**src/rtl/rail_seq_pkg.sv**
```systemverilog
// ============================================================================
// Module      : rail_seq_pkg
// Description : Shared state encoding and index-width helper for the rail
//               sequencer.
// Revision    : 1.0 - initial release
// ============================================================================
`default_nettype none

package rail_seq_pkg;

  typedef enum logic [2:0] {
    ST_OFF       = 3'd0,
    ST_UP_EN     = 3'd1,
    ST_UP_WAIT   = 3'd2,
    ST_UP_SETTLE = 3'd3,
    ST_ON        = 3'd4,
    ST_DN_EN     = 3'd5,
    ST_DN_WAIT   = 3'd6,
    ST_FAULT     = 3'd7
  } state_e;

  // Never narrower than one bit so a single-rail build still has an index.
  function automatic int IDX_W(input int n);
    return (n > 1) ? $clog2(n) : 1;
  endfunction

endpackage

`default_nettype wire

```
**src/rtl/pg_sync.sv**
```systemverilog
// ============================================================================
// Module      : pg_sync
// Description : Multi-bit two-flop synchronizer for raw power-good inputs.
// Revision    : 1.0 - initial release
// ============================================================================
`default_nettype none

module pg_sync #(
  parameter int WIDTH = 8
) (
  input  logic             clk_i,
  input  logic             rst_n_i,
  input  logic [WIDTH-1:0] async_i,
  output logic [WIDTH-1:0] sync_o
);

  logic [WIDTH-1:0] meta_q;
  logic [WIDTH-1:0] sync_q;

  always_ff @(posedge clk_i or negedge rst_n_i) begin
    if (!rst_n_i) begin
      meta_q <= '0;
      sync_q <= '0;
    end else begin
      meta_q <= async_i;
      sync_q <= meta_q;
    end
  end

  assign sync_o = sync_q;

endmodule

`default_nettype wire

```
**src/rtl/rail_sequencer.sv**
```systemverilog
// ============================================================================
// Module      : rail_sequencer
// Description : Ordered power-rail sequencer: brings rails up one at a time
//               with power-good timeout and settle delay, takes them down in
//               reverse order. Optional macro RAIL_SEQ_PG_MONITOR_EN adds
//               power-good loss detection in UP_SETTLE and ON.
// Revision    : 1.0 - initial release
// ============================================================================
`default_nettype none

module rail_sequencer
  import rail_seq_pkg::*;
#(
  parameter int                 N_RAILS      = 8,
  parameter int                 TIMER_W      = 24,
  parameter logic [TIMER_W-1:0] PG_TIMEOUT   = 24'h0f_ffff,
  parameter logic [TIMER_W-1:0] SETTLE_DELAY = 24'h03_ffff,
  parameter logic [TIMER_W-1:0] DOWN_DELAY   = 24'h03_ffff,
  parameter logic [N_RAILS-1:0] PG_MASK      = {N_RAILS{1'b1}}
) (
  input  logic                       wb_clk_i,
  input  logic                       wb_rst_n_i,
  input  logic                       power_up,
  input  logic                       power_down,
  input  logic [N_RAILS-1:0]         rail_pg,
  output logic [N_RAILS-1:0]         rail_en,
  output logic                       power_up_done,
  output logic                       power_down_done,
  output logic                       busy,
  output logic                       fault,
  output logic [IDX_W(N_RAILS)-1:0]  fault_rail
);

  localparam int            IW       = IDX_W(N_RAILS);
  localparam logic [IW-1:0] LAST_IDX = IW'(N_RAILS - 1);

  state_e               state_q,      state_d;
  logic [IW-1:0]        idx_q,        idx_d;
  logic [TIMER_W-1:0]   timer_q,      timer_d;
  logic [N_RAILS-1:0]   rail_en_q,    rail_en_d;
  logic                 up_done_q,    up_done_d;
  logic                 dn_done_q,    dn_done_d;
  logic                 fault_q,      fault_d;
  logic [IW-1:0]        fault_rail_q, fault_rail_d;

  logic [N_RAILS-1:0]   pg_s;
  logic [TIMER_W-1:0]   timer_dec;
  logic                 pg_lost_any;
  logic [IW-1:0]        pg_lost_idx;

  pg_sync #(
    .WIDTH   (N_RAILS)
  ) u_pg_sync (
    .clk_i   (wb_clk_i),
    .rst_n_i (wb_rst_n_i),
    .async_i (rail_pg),
    .sync_o  (pg_s)
  );

  assign timer_dec = (timer_q == '0) ? '0 : timer_q - TIMER_W'(1);

`ifdef RAIL_SEQ_PG_MONITOR_EN
  logic [N_RAILS-1:0] pg_lost;

  assign pg_lost     = PG_MASK & rail_en_q & ~pg_s;
  assign pg_lost_any = |pg_lost;

  // Downward scan leaves the lowest dropped rail as the reported index.
  always_comb begin
    pg_lost_idx = '0;
    for (int i = N_RAILS - 1; i >= 0; i--) begin
      if (pg_lost[i]) pg_lost_idx = IW'(i);
    end
  end
`else
  assign pg_lost_any = 1'b0;
  assign pg_lost_idx = '0;
`endif

  always_comb begin
    state_d      = state_q;
    idx_d        = idx_q;
    timer_d      = timer_q;
    rail_en_d    = rail_en_q;
    up_done_d    = 1'b0;
    dn_done_d    = 1'b0;
    fault_d      = fault_q;
    fault_rail_d = fault_rail_q;

    case (state_q)
      ST_OFF: begin
        if (power_down) begin
          dn_done_d = 1'b1;
        end else if (power_up) begin
          idx_d   = '0;
          state_d = ST_UP_EN;
        end
      end

      ST_UP_EN: begin
        if (power_down) begin
          state_d = ST_DN_EN;
        end else begin
          rail_en_d[idx_q] = 1'b1;
          timer_d          = PG_TIMEOUT;
          state_d          = ST_UP_WAIT;
        end
      end

      ST_UP_WAIT: begin
        if (power_down) begin
          state_d = ST_DN_EN;
        end else if (!PG_MASK[idx_q] || pg_s[idx_q]) begin
          timer_d = SETTLE_DELAY;
          state_d = ST_UP_SETTLE;
        end else if (timer_q == '0) begin
          rail_en_d    = '0;
          fault_d      = 1'b1;
          fault_rail_d = idx_q;
          state_d      = ST_FAULT;
        end else begin
          timer_d = timer_dec;
        end
      end

      ST_UP_SETTLE: begin
        if (power_down) begin
          state_d = ST_DN_EN;
        end else if (pg_lost_any) begin
          rail_en_d    = '0;
          fault_d      = 1'b1;
          fault_rail_d = pg_lost_idx;
          state_d      = ST_FAULT;
        end else if (timer_q == '0) begin
          if (idx_q == LAST_IDX) begin
            up_done_d = 1'b1;
            state_d   = ST_ON;
          end else begin
            idx_d   = idx_q + 1'b1;
            state_d = ST_UP_EN;
          end
        end else begin
          timer_d = timer_dec;
        end
      end

      ST_ON: begin
        if (power_down) begin
          idx_d   = LAST_IDX;
          state_d = ST_DN_EN;
        end else if (pg_lost_any) begin
          rail_en_d    = '0;
          fault_d      = 1'b1;
          fault_rail_d = pg_lost_idx;
          state_d      = ST_FAULT;
        end
      end

      ST_DN_EN: begin
        rail_en_d[idx_q] = 1'b0;
        timer_d          = DOWN_DELAY;
        state_d          = ST_DN_WAIT;
      end

      ST_DN_WAIT: begin
        if (timer_q == '0) begin
          if (idx_q == '0) begin
            dn_done_d = 1'b1;
            state_d   = ST_OFF;
          end else begin
            idx_d   = idx_q - 1'b1;
            state_d = ST_DN_EN;
          end
        end else begin
          timer_d = timer_dec;
        end
      end

      ST_FAULT: begin
        if (power_down) begin
          fault_d      = 1'b0;
          fault_rail_d = '0;
          dn_done_d    = 1'b1;
          state_d      = ST_OFF;
        end
      end

      default: state_d = ST_OFF;
    endcase
  end

  always_ff @(posedge wb_clk_i or negedge wb_rst_n_i) begin
    if (!wb_rst_n_i) begin
      state_q      <= ST_OFF;
      idx_q        <= '0;
      timer_q      <= '0;
      rail_en_q    <= '0;
      up_done_q    <= 1'b0;
      dn_done_q    <= 1'b0;
      fault_q      <= 1'b0;
      fault_rail_q <= '0;
    end else begin
      state_q      <= state_d;
      idx_q        <= idx_d;
      timer_q      <= timer_d;
      rail_en_q    <= rail_en_d;
      up_done_q    <= up_done_d;
      dn_done_q    <= dn_done_d;
      fault_q      <= fault_d;
      fault_rail_q <= fault_rail_d;
    end
  end

  assign rail_en         = rail_en_q;
  assign power_up_done   = up_done_q;
  assign power_down_done = dn_done_q;
  assign fault           = fault_q;
  assign fault_rail      = fault_rail_q;
  assign busy            = (state_q != ST_OFF) && (state_q != ST_ON) && (state_q != ST_FAULT);

endmodule

`default_nettype wire

```
**config.mk**
```make
export PLATFORM = sky130hd
export DESIGN_NAME = rail_sequencer
export DESIGN_NICKNAME = d
export VERILOG_FILES = /design/src/rtl/rail_seq_pkg.sv /design/src/rtl/pg_sync.sv /design/src/rtl/rail_sequencer.sv
export SDC_FILE = /design/constraint.sdc
export NUM_CORES = 1
export LEC_CHECK = 0
export CORE_UTILIZATION = 28
export DETAILED_ROUTE_END_ITERATION = 6
export GPL_TIMING_DRIVEN = 0
export PLACE_DENSITY = 0.52
export SETUP_SLACK_MARGIN = 0.3
export SLEW_MARGIN = 20
export SYNTH_ARGS = -nofsm -noshare
export SYNTH_HDL_FRONTEND = slang
export SYNTH_HIERARCHICAL = 1
export SYNTH_SLANG_ARGS = --single-unit
```
**constraint.sdc**
```tcl
create_clock -name wb_clk_i -period 2.75 [get_ports wb_clk_i]
set_input_delay 0.55 -clock wb_clk_i [delete_from_list [all_inputs] [get_ports wb_clk_i]]
set_output_delay 0.55 -clock wb_clk_i [all_outputs]
set_load 0.05 [all_outputs]
```
# Yosys cells after proc, flatten, opt, wreduce, memory -nomap -nowiden
# Memory sizes are Yosys's and may differ from the RTL's.
# Cells that the tools add are included.
# totals
reg_bits,60
romBits,8
inputBits,12
out_inout_bits,15
elab_cells,119
memories,1
# classes
add_sub_neg,3
order_cmp,2
eq_ne,25
n_mux,56
bitwise,3
reduce_logical,19
# mem_list
name,depth,word_bits,read_ports,rd_ports_with_merged_regs,wr,line,rtl
(name not given),8,1,1,0,0,rail_sequencer.sv:113,end else if (!PG_MASK[idx_q] || pg_s[idx_q]) begin
# ops
operator,n
$mux 24,5
$pmux 24 s5,1
$mux 3,24
$mux 8,4
$ne 2x2->1 const B,13
$logic_not 24->1,1
$pmux 3 s8,1
$pmux 8 s3,1
$sub 24x1->24 const B,1
$eq 3x3->1 const B,5
$mux 1,14
$pmux 3 s4,1
$reduce_and 5->1,2
$ne 3x3->1 const B,3
$reduce_and 9->1,1
$and 8x8->8,1
$not 8->8,1
$or 8x8->8,1
$reduce_and 7->1,1
$eq 3x2->1 const B,2
$logic_not 3->1,2
$pmux 3 s2,1
$reduce_bool 3->1,2
$reduce_bool 5->1,1
16 further kinds,19

# Depth between registers and ports, before layout
# Gate-level depths: netlist of run 1.
# logic_depth
ltp_word,7
mapped_depth,10
mapped_depth_nobuf,8

# By module
# The synthesis of run 1 kept the hierarchy.
# modules_own_cells
mod,instances,cells_per_inst,area_per_inst_um2,seq_area_each_um2
rail_sequencer,1,341,2914.0,1101.1
pg_sync,1,16,400.4,400.4

# Worst setup path before layout of run 1
# Ideal clock, no wire load.
# synth_timing
path_kind,reg-to-reg
start,reg timer_q[0]
end,reg fault_rail_q[0] (netlist: fault_rail[0])
setup_ns,0.121
t_arrival_ns,2.023
t_required_ns,2.629
slack_ns,0.606
path_stages_with_launch,10
path_buffers,1
synth_period_minus_slack_ns,2.144
cell_sequence,dfrtp_1 -> inv_1 -> ha_1 -> nor4b_1 -> nand4_2 -> or2_0 -> buf_6 -> nor4b_4 -> a31oi_1 -> a22o_1
# synth_via
elab_chain_cells,3
# synth_rtl
item,line,rtl
from (decl),rail_sequencer.sv:39,"logic [TIMER_W-1:0] timer_q, timer_d;"
from (signal assigned),rail_sequencer.sv:205,timer_q <= timer_d;
$logic_not 24->1,rail_sequencer.sv:116,end else if (timer_q == '0) begin
$ne 2x2->1 (no source line),n/a,
$reduce_and 5->1 (no source line),n/a,
to (signal assigned),rail_sequencer.sv:210,fault_rail_q <= fault_rail_d;
to (decl),rail_sequencer.sv:44,"logic [IW-1:0] fault_rail_q, fault_rail_d;"
# Every way passes these cells.
# A chain may end at the register's enable or synchronous reset.

# Final worst setup path of run 1
# layout_timing
start,reg idx_q[0]
end,reg rail_en_q[4] (netlist: rail_en[4])
# layout_via
elab_chain_cells,7
elab_cells_between_ends,18
cone_classes,2 x order compare; 1 x eq/ne; 7 x mux; 3 x bitwise; 4 x reduce/logical; 1 x memory
# layout_rtl
item,line,rtl
from (decl),rail_sequencer.sv:38,"logic [IW-1:0] idx_q, idx_d;"
from (signal assigned),rail_sequencer.sv:204,idx_q <= idx_d;
$lt 3x4->1 (not written as such) / $ge 3x1->1 (equally long branches),"rail_sequencer.sv:104, rail_sequencer.sv:160",
$logic_and 1x1->1 (not written as such),"rail_sequencer.sv:104, rail_sequencer.sv:160",
$mux 1 (not written as such),"rail_sequencer.sv:104, rail_sequencer.sv:160",
$demux 1 s3,"rail_sequencer.sv:104, rail_sequencer.sv:160",
$or 8x8->8 (no source line) / $not 8->8 (equally long branches),n/a,
$mux 8 / $and 8x8->8 (equally long branches),n/a,
$pmux 8 s3,rail_sequencer.sv:90,case (state_q)
to (signal assigned),rail_sequencer.sv:206,rail_en_q <= rail_en_d;
to (decl),rail_sequencer.sv:40,"logic [N_RAILS-1:0] rail_en_q, rail_en_d;"
# Several ways; a longest one is shown, not always the timed one. The select of a mux whose other input is x is not followed.

==> run_results.csv, run 1 <==
group,metric,value,unit
clocking,cts_tree,"done",
global_routing,grt_pass1_wl,14500,µm
route,num_vias,2924,
cells_and_area,nFillCells,1137,
cells_and_area,utilization,36.0,%
die,rows,39,
timing,holdWs,101,ps
synth,synthFlopType,"dfrtp_1",
timing,setup_tns,0,ps
synth,synth_top_area_cell,"dfrtp_1",
timing,worst_slew_pin_slew,669,ps
place,dpl_cell_area,0.00377,mm²
cells_and_area,diodes,0,
cells_and_area,fin_area,0.00413,mm²
cells_and_area,drive_gt1_share,14.1,%
setup_path,startpoint_type,"flip-flop",
synth,ys_types,56,
die,coreArea,0.0115,mm²
cells_and_area,synthToLayoutAreaGrowth,24.5,%
pwr,p_int,2.54,mW
timing,min_period,2320,ps
pwr,p_switching,1.99,mW
timing,slew_violations,0,
clocking,clock_latency,340,ps
cells_and_area,seq_area,0.00150,mm²
clocking,hold_buffers,0,
route,drt-initial-drc-count,196,
timing,rsz0062_at_grt,"no",
global_routing,grt_max_degree,38,
synth,yosysTopAreaCellShare,45.3,%
route,firstDrtPassIters,7,
route,drc_errors,0,
setup_path,critPathKind,"reg2reg",
global_routing,grt_overflow,0,
setup_path,cp-end-kind,"flip-flop",
cells_and_area,nNetsFinal,418,
global_routing,antenna_found_initial,0,
place,dp_cells,527,
synth,synth_warnings,6,
cells_and_area,multi_input_area,0.00172,mm²
route,via_per_inst,5.35,
setup_path,reg2reg_depth,8,
synth,synth.most_common_cell,"dfrtp_1",
setup_path,worst_path_max_delay_cell,"a31oi_1",
global_routing,first_global_vias,2855,
synth,synthTopCellsByCount,"dfrtp_1 (60), nand2_1 (34), nor2_1 (30)",
route,wl_per_cell,15.5,µm
job,maxCapViolations,0,
setup_path,path_cells,"buf_2, mux2i_1, nor3_1, nor3_4, buf_4, a31oi_1, o21ai_0, o21ai_0",
timing,fin_worst_skew,10.9,ps
setup_path,cp.arrival,2570,ps
timing,max_freq,432,MHz
clocking,cts_root_buf,"clkbuf_16",
clocking,clk_pin_slew,60,ps
die,io_pins,27,
route,ant_nets,0,
synth,ys_seq_elements,60,
die,die_area,0.0123,mm²
timing,fin_crit_sh,84.2,%
clocking,cts.sinks,60,
synth,yosysSeqAreaShare,45.3,%
outcome,outcome,"completed",
synth,syn_area_per_cell,9.28,µm²
synth,synthArstFlopShare,100,%
timing,setup_viol,0,
setup_path,cpMostUsedCell,"o21ai_0",
die,die_h,111,µm
die,initial_utilization,28.9,%
pwr,p_per_area,1100,mW/mm²
setup_path,worst-endpoint-required,3000,ps
timing,final-hold-violation-count,0,
global_routing,grt_use_total,14.8,%
die,dieWidth,111,µm
pwr,sequentialPowerShare,26.9,%
synth,synthCells,357,
place,io_buffers,26,
pwr,vdd_drop_max,0.000352,V
setup_path,max_stage_delay,530,ps
synth,synth_edf_count,0,
pwr,combPwrFrac,49.5,%
pwr,swShare,43.9,%
worst_hold_path,hold_class,"in2async",
pwr,clkPwrFrac,23.6,%
timing,maxSlewHeadroom,55.2,%
place,gp_congestion,0.863,
synth,synthTopCellsByArea,"dfrtp_1 (45%), a21oi_1 (4.1%), nand2_1 (3.9%)",
clocking,clockBufferDepth,2,
place,hpwl,5940,µm
route,drt_wl_total,8460,µm
clocking,cts_inserted_buffers,9,
setup_path,worst-path-max-fanout,8,
cells_and_area,fin_cells,547,
synth,synth_nets,376,
clocking,cts-htree-levels,3,
pwr,p_leak,1.62,nW
synth,syn_area,0.00331,mm²
layer usage:
layer  share of wire, %  global-route usage, %  vias to the layer above
li1                   -                      -                     1397
met1                 49                   20.5                     1442
met2                 45                   21.8                       74
met3                4.4                   3.61                       11
met4                1.8                   6.13                        0
met5                  0                      0                        -
flip-flops by register name (all words and copies together), names as in the netlist:
register and flops:
timer_q 24, rail_en 8, u_pg_sync/meta_q 8, u_pg_sync/sync_o 8, fault_rail 3, idx_q 3, state_q 3, fault 1
power_down_done 1, power_up_done 1
worst max-delay path: cells and delay by family, from the launching register on:
kind / cells / cell delay, ps
buffers and inverters: 2 / 370
multiplexers: 1 / 160
AO/OA/AOI/OAI: 3 / 820
AND/OR/NAND/NOR: 2 / 480
flip-flops: 1 / 410
worst paths after layout:
path / from / endpoint / slack, ps
hold / removal: wb_rst_n_i / u_pg_sync/meta_q[4] / 100
setup / recovery: idx_q[0] / rail_en[4] / 430
setup reg to reg: idx_q[0] / rail_en[4] / 430
hold reg to reg: u_pg_sync/meta_q[1] / u_pg_sync/sync_o[1] / 350
min in group wb_clk_i: u_pg_sync/meta_q[1] / u_pg_sync/sync_o[1] / 350
max in group asynchronous: wb_rst_n_i / timer_q[13] / 2140
metrics by stage:
step / power, mW / setup slack [ps]
after floorplan: 2.79 / 606
after global routing: 4.85 / 286
after detailed placement: 3.38 / -113
after global placement: 3.35 / -876
after CTS: 4.49 / 239
final: 4.53 / 435
kinds of logic after synthesis:
| family | after synthesis | share of synthesized area, % |
|---|---|---|
| flip-flops | 60 | 45.3 |
| AND/OR/NAND/NOR | 140 | 23.2 |
| AO/OA/AOI/OAI | 108 | 21.0 |
| adder cells (fa/ha/maj) | 7 | 2.87 |
| XOR/XNOR | 1 | 0.264 |
| buffers and inverters | 31 | 4.19 |
| multiplexers | 10 | 3.17 |
what timing repair did:
action,in CTS,in global routing
pin swaps,0,2
buffers inserted,0,4
resized for setup,4,12
setup endpoints to repair,38,33
placed cells by master, fill, tap and decap left out, drive strengths merged, types with 7 or more instances in the layout:
cell	count
dfrtp	60
clkbuf	21
a31oi	10
clkdlybuf4s50	24
inv	13
nor2	30
o21a	7
o22a	12
nand2	34
nand3	11
buf	16
o21ai	26
nor3	15
a21oi	28
power by group through the flow:
| stage | combinational (mW) | clock (mW) | sequential, mW |
|---|---|---|---|
| final | 2.24 | 1.07 | 1.22 |
| after global routing | 2.48 | 1.13 | 1.24 |
| after CTS | 2.18 | 1.09 | 1.21 |
| after detailed placement | 2.16 | 0 | 1.22 |
| after global placement | 2.13 | 0 | 1.22 |
| after floorplan | 1.45 | 0 | 1.34 |
layout make-up:
class                           count  area share (%)
Tap cell                          143            4.34
Clock buffer                        9            5.46
Multi-Input combinational cell    266            41.6
Buffer                             21            2.55
Sequential cell                    60            36.4
Clock inverter                      7            1.40
Inverter                           10           0.910
Timing Repair Buffer               31            7.34
Power figures use the tool's default switching activity.
==> run 2: changes to the inputs <==
- clock period: 2.75 -> 2.4 ns (I/O delays scaled with it)
==> run_results.csv, run 2 (synthesis gave the netlist of run 1 again) <==
group,metric,value,unit
worst_hold_path,hold_class,"in2async",
pwr,power.total,5.90,mW
clocking,clockBufferDepth,2,
global_routing,grt_overflow,0,
pwr,p_switching,2.52,mW
route,ant_nets,0,
route,num_vias,3000,
pwr,sequentialPowerShare,24.3,%
clocking,clk_pin_slew,60,ps
die,rows,39,
setup_path,critPathKind,"reg2reg",
timing,holdWs,61.9,ps
cells_and_area,diodes,0,
setup_path,worst-endpoint-required,2610,ps
timing,final-hold-violation-count,0,
timing,worst_slew_pin_slew,514,ps
place,gp_congestion,0.790,
die,dieWidth,111,µm
cells_and_area,nNetsFinal,445,
cells_and_area,layout_common_cells,"dfrtp_1 (58), nand2_1 (32), buf_4 (31)",
setup_path,startpoint_type,"flip-flop",
die,die_h,111,µm
timing,max_freq,463,MHz
pwr,swShare,42.6,%
global_routing,first_global_vias,2796,
clocking,cts_root_buf,"clkbuf_16",
pwr,vdd_drop_max,0.000544,V
timing,slew_violations,0,
setup_path,max_stage_delay,430,ps
die,initial_utilization,28.9,%
pwr,p_leak,1.88,nW
global_routing,grt_pass1_wl,14400,µm
cells_and_area,final_common_cell,"dfrtp_1",
timing,min_period,2160,ps
clocking,cts-htree-levels,3,
timing,setup_tns,0,ps
cells_and_area,regMostFlops,"timer_q",
global_routing,grt_use_total,14.6,%
timing,fin_ws,239,ps
setup_path,path_cells,"ha_1, nor2b_1, buf_2, or2_4, o211ai_1, o21a_2, mux2_4",
global_routing,grt_max_degree,37,
place,hpwl,6050,µm
pwr,p_per_area,1270,mW/mm²
die,coreArea,0.0115,mm²
timing,setup_viol,0,
global_routing,antenna_found_initial,0,
die,io_pins,27,
setup_path,cp-end-kind,"flip-flop",
setup_path,rrSetupSlack,240,ps
route,drc_errors,0,
cells_and_area,drive_gt1_share,27.6,%
die,die_area,0.0123,mm²
route,wl_per_cell,16.0,µm
pwr,combPwrFrac,55.3,%
pwr,clkPwrFrac,20.4,%
setup_path,worst-path-max-fanout,8,
cells_and_area,utilization,40.5,%
timing,rsz0062_at_grt,"yes",
timing,fin_worst_skew,5.85,ps
cells_and_area,synthToLayoutAreaGrowth,40.0,%
place,dp_slack,-333,ps
pwr,p_int,3.39,mW
route,drt_wl_total,9170,µm
timing,fin_crit_sh,90.1,%
setup_path,cp.arrival,2370,ps
clocking,cts_tree,"done",
clocking,cts.sinks,60,
outcome,outcome,"completed",
route,firstDrtPassIters,5,
clocking,cts_inserted_buffers,9,
place,io_buffers,26,
timing,maxSlewHeadroom,65.6,%
setup_path,worst_path_max_delay_cell,"dfrtp_1",
route,drt-initial-drc-count,153,
job,maxCapViolations,0,
clocking,clock_latency,320,ps
route,via_per_inst,5.23,
cells_and_area,largest_reg_flops,24,
-- run 2: final cells by class --
class,instances,area [µm²]
Fill cell,1094,6830
Multi-Input combinational cell,266,1940
Sequential cell,60,1500
Timing Repair Buffer,58,546
Clock buffer,9,225
Tap cell,143,179
Buffer,21,155
Clock inverter,7,52.6
Inverter,10,37.5
-- run 2: per-stage QoR --
stage	cell area [µm²]	cells
2_1_floorplan	3320	357
3_3_place_gp	3760	526
3_5_place_dp	3780	527
4_1_cts	4320	554
5_1_grt	4640	574
6_report	4640	574
-- run 2: path summary, 6_finish.rpt --
kind	from	endpoint	cells past startpoint
max	state_q[0]	state_q[2]	7
max reg2reg	state_q[0]	state_q[2]	7
min reg2reg	u_pg_sync/meta_q[5]	u_pg_sync/sync_o[5]	0
max in group asynchronous	wb_rst_n_i	timer_q[11]	2
min in group wb_clk_i	u_pg_sync/meta_q[5]	u_pg_sync/sync_o[5]	0
min	wb_rst_n_i	u_pg_sync/meta_q[4]	1
-- run 2: critical path: cells and delay by family (launching register included) --
kind,cells,cell delay [ps]
flip-flops,1,430
AND/OR/NAND/NOR,2,430
adder cells (fa/ha/maj),1,230
AO/OA/AOI/OAI,2,440
buffers and inverters,1,200
multiplexers,1,320
-- run 2: metal layers --
layer | share of wire [%] | track usage, % | up-vias
met3 | 3.6 | 2.84 | 6
met2 | 47 | 23.0 | 71
li1 | - | - | 1448
met1 | 48 | 20.4 | 1475
met4 | 1.0 | 4.18 | 0
met5 | 0 | 0 | -
-- run 2: repair_timing --
action	4_1_cts	5_1_grt
resized for setup	51	37
setup buffers	11	19
setup endpoints to repair	43	39
gates cloned	0	1
pin swaps	9	11
hold buffers	0	0
-- run 2: power by group through the flow --
stage | registers (mW) | clock network [mW] | logic [mW]
final | 1.43 | 1.20 | 3.27
after global routing | 1.45 | 1.28 | 3.53
after CTS | 1.40 | 1.23 | 2.82
after detailed placement | 1.41 | 0 | 2.48
after global placement | 1.40 | 0 | 2.45
after floorplan | 1.54 | 0 | 1.66
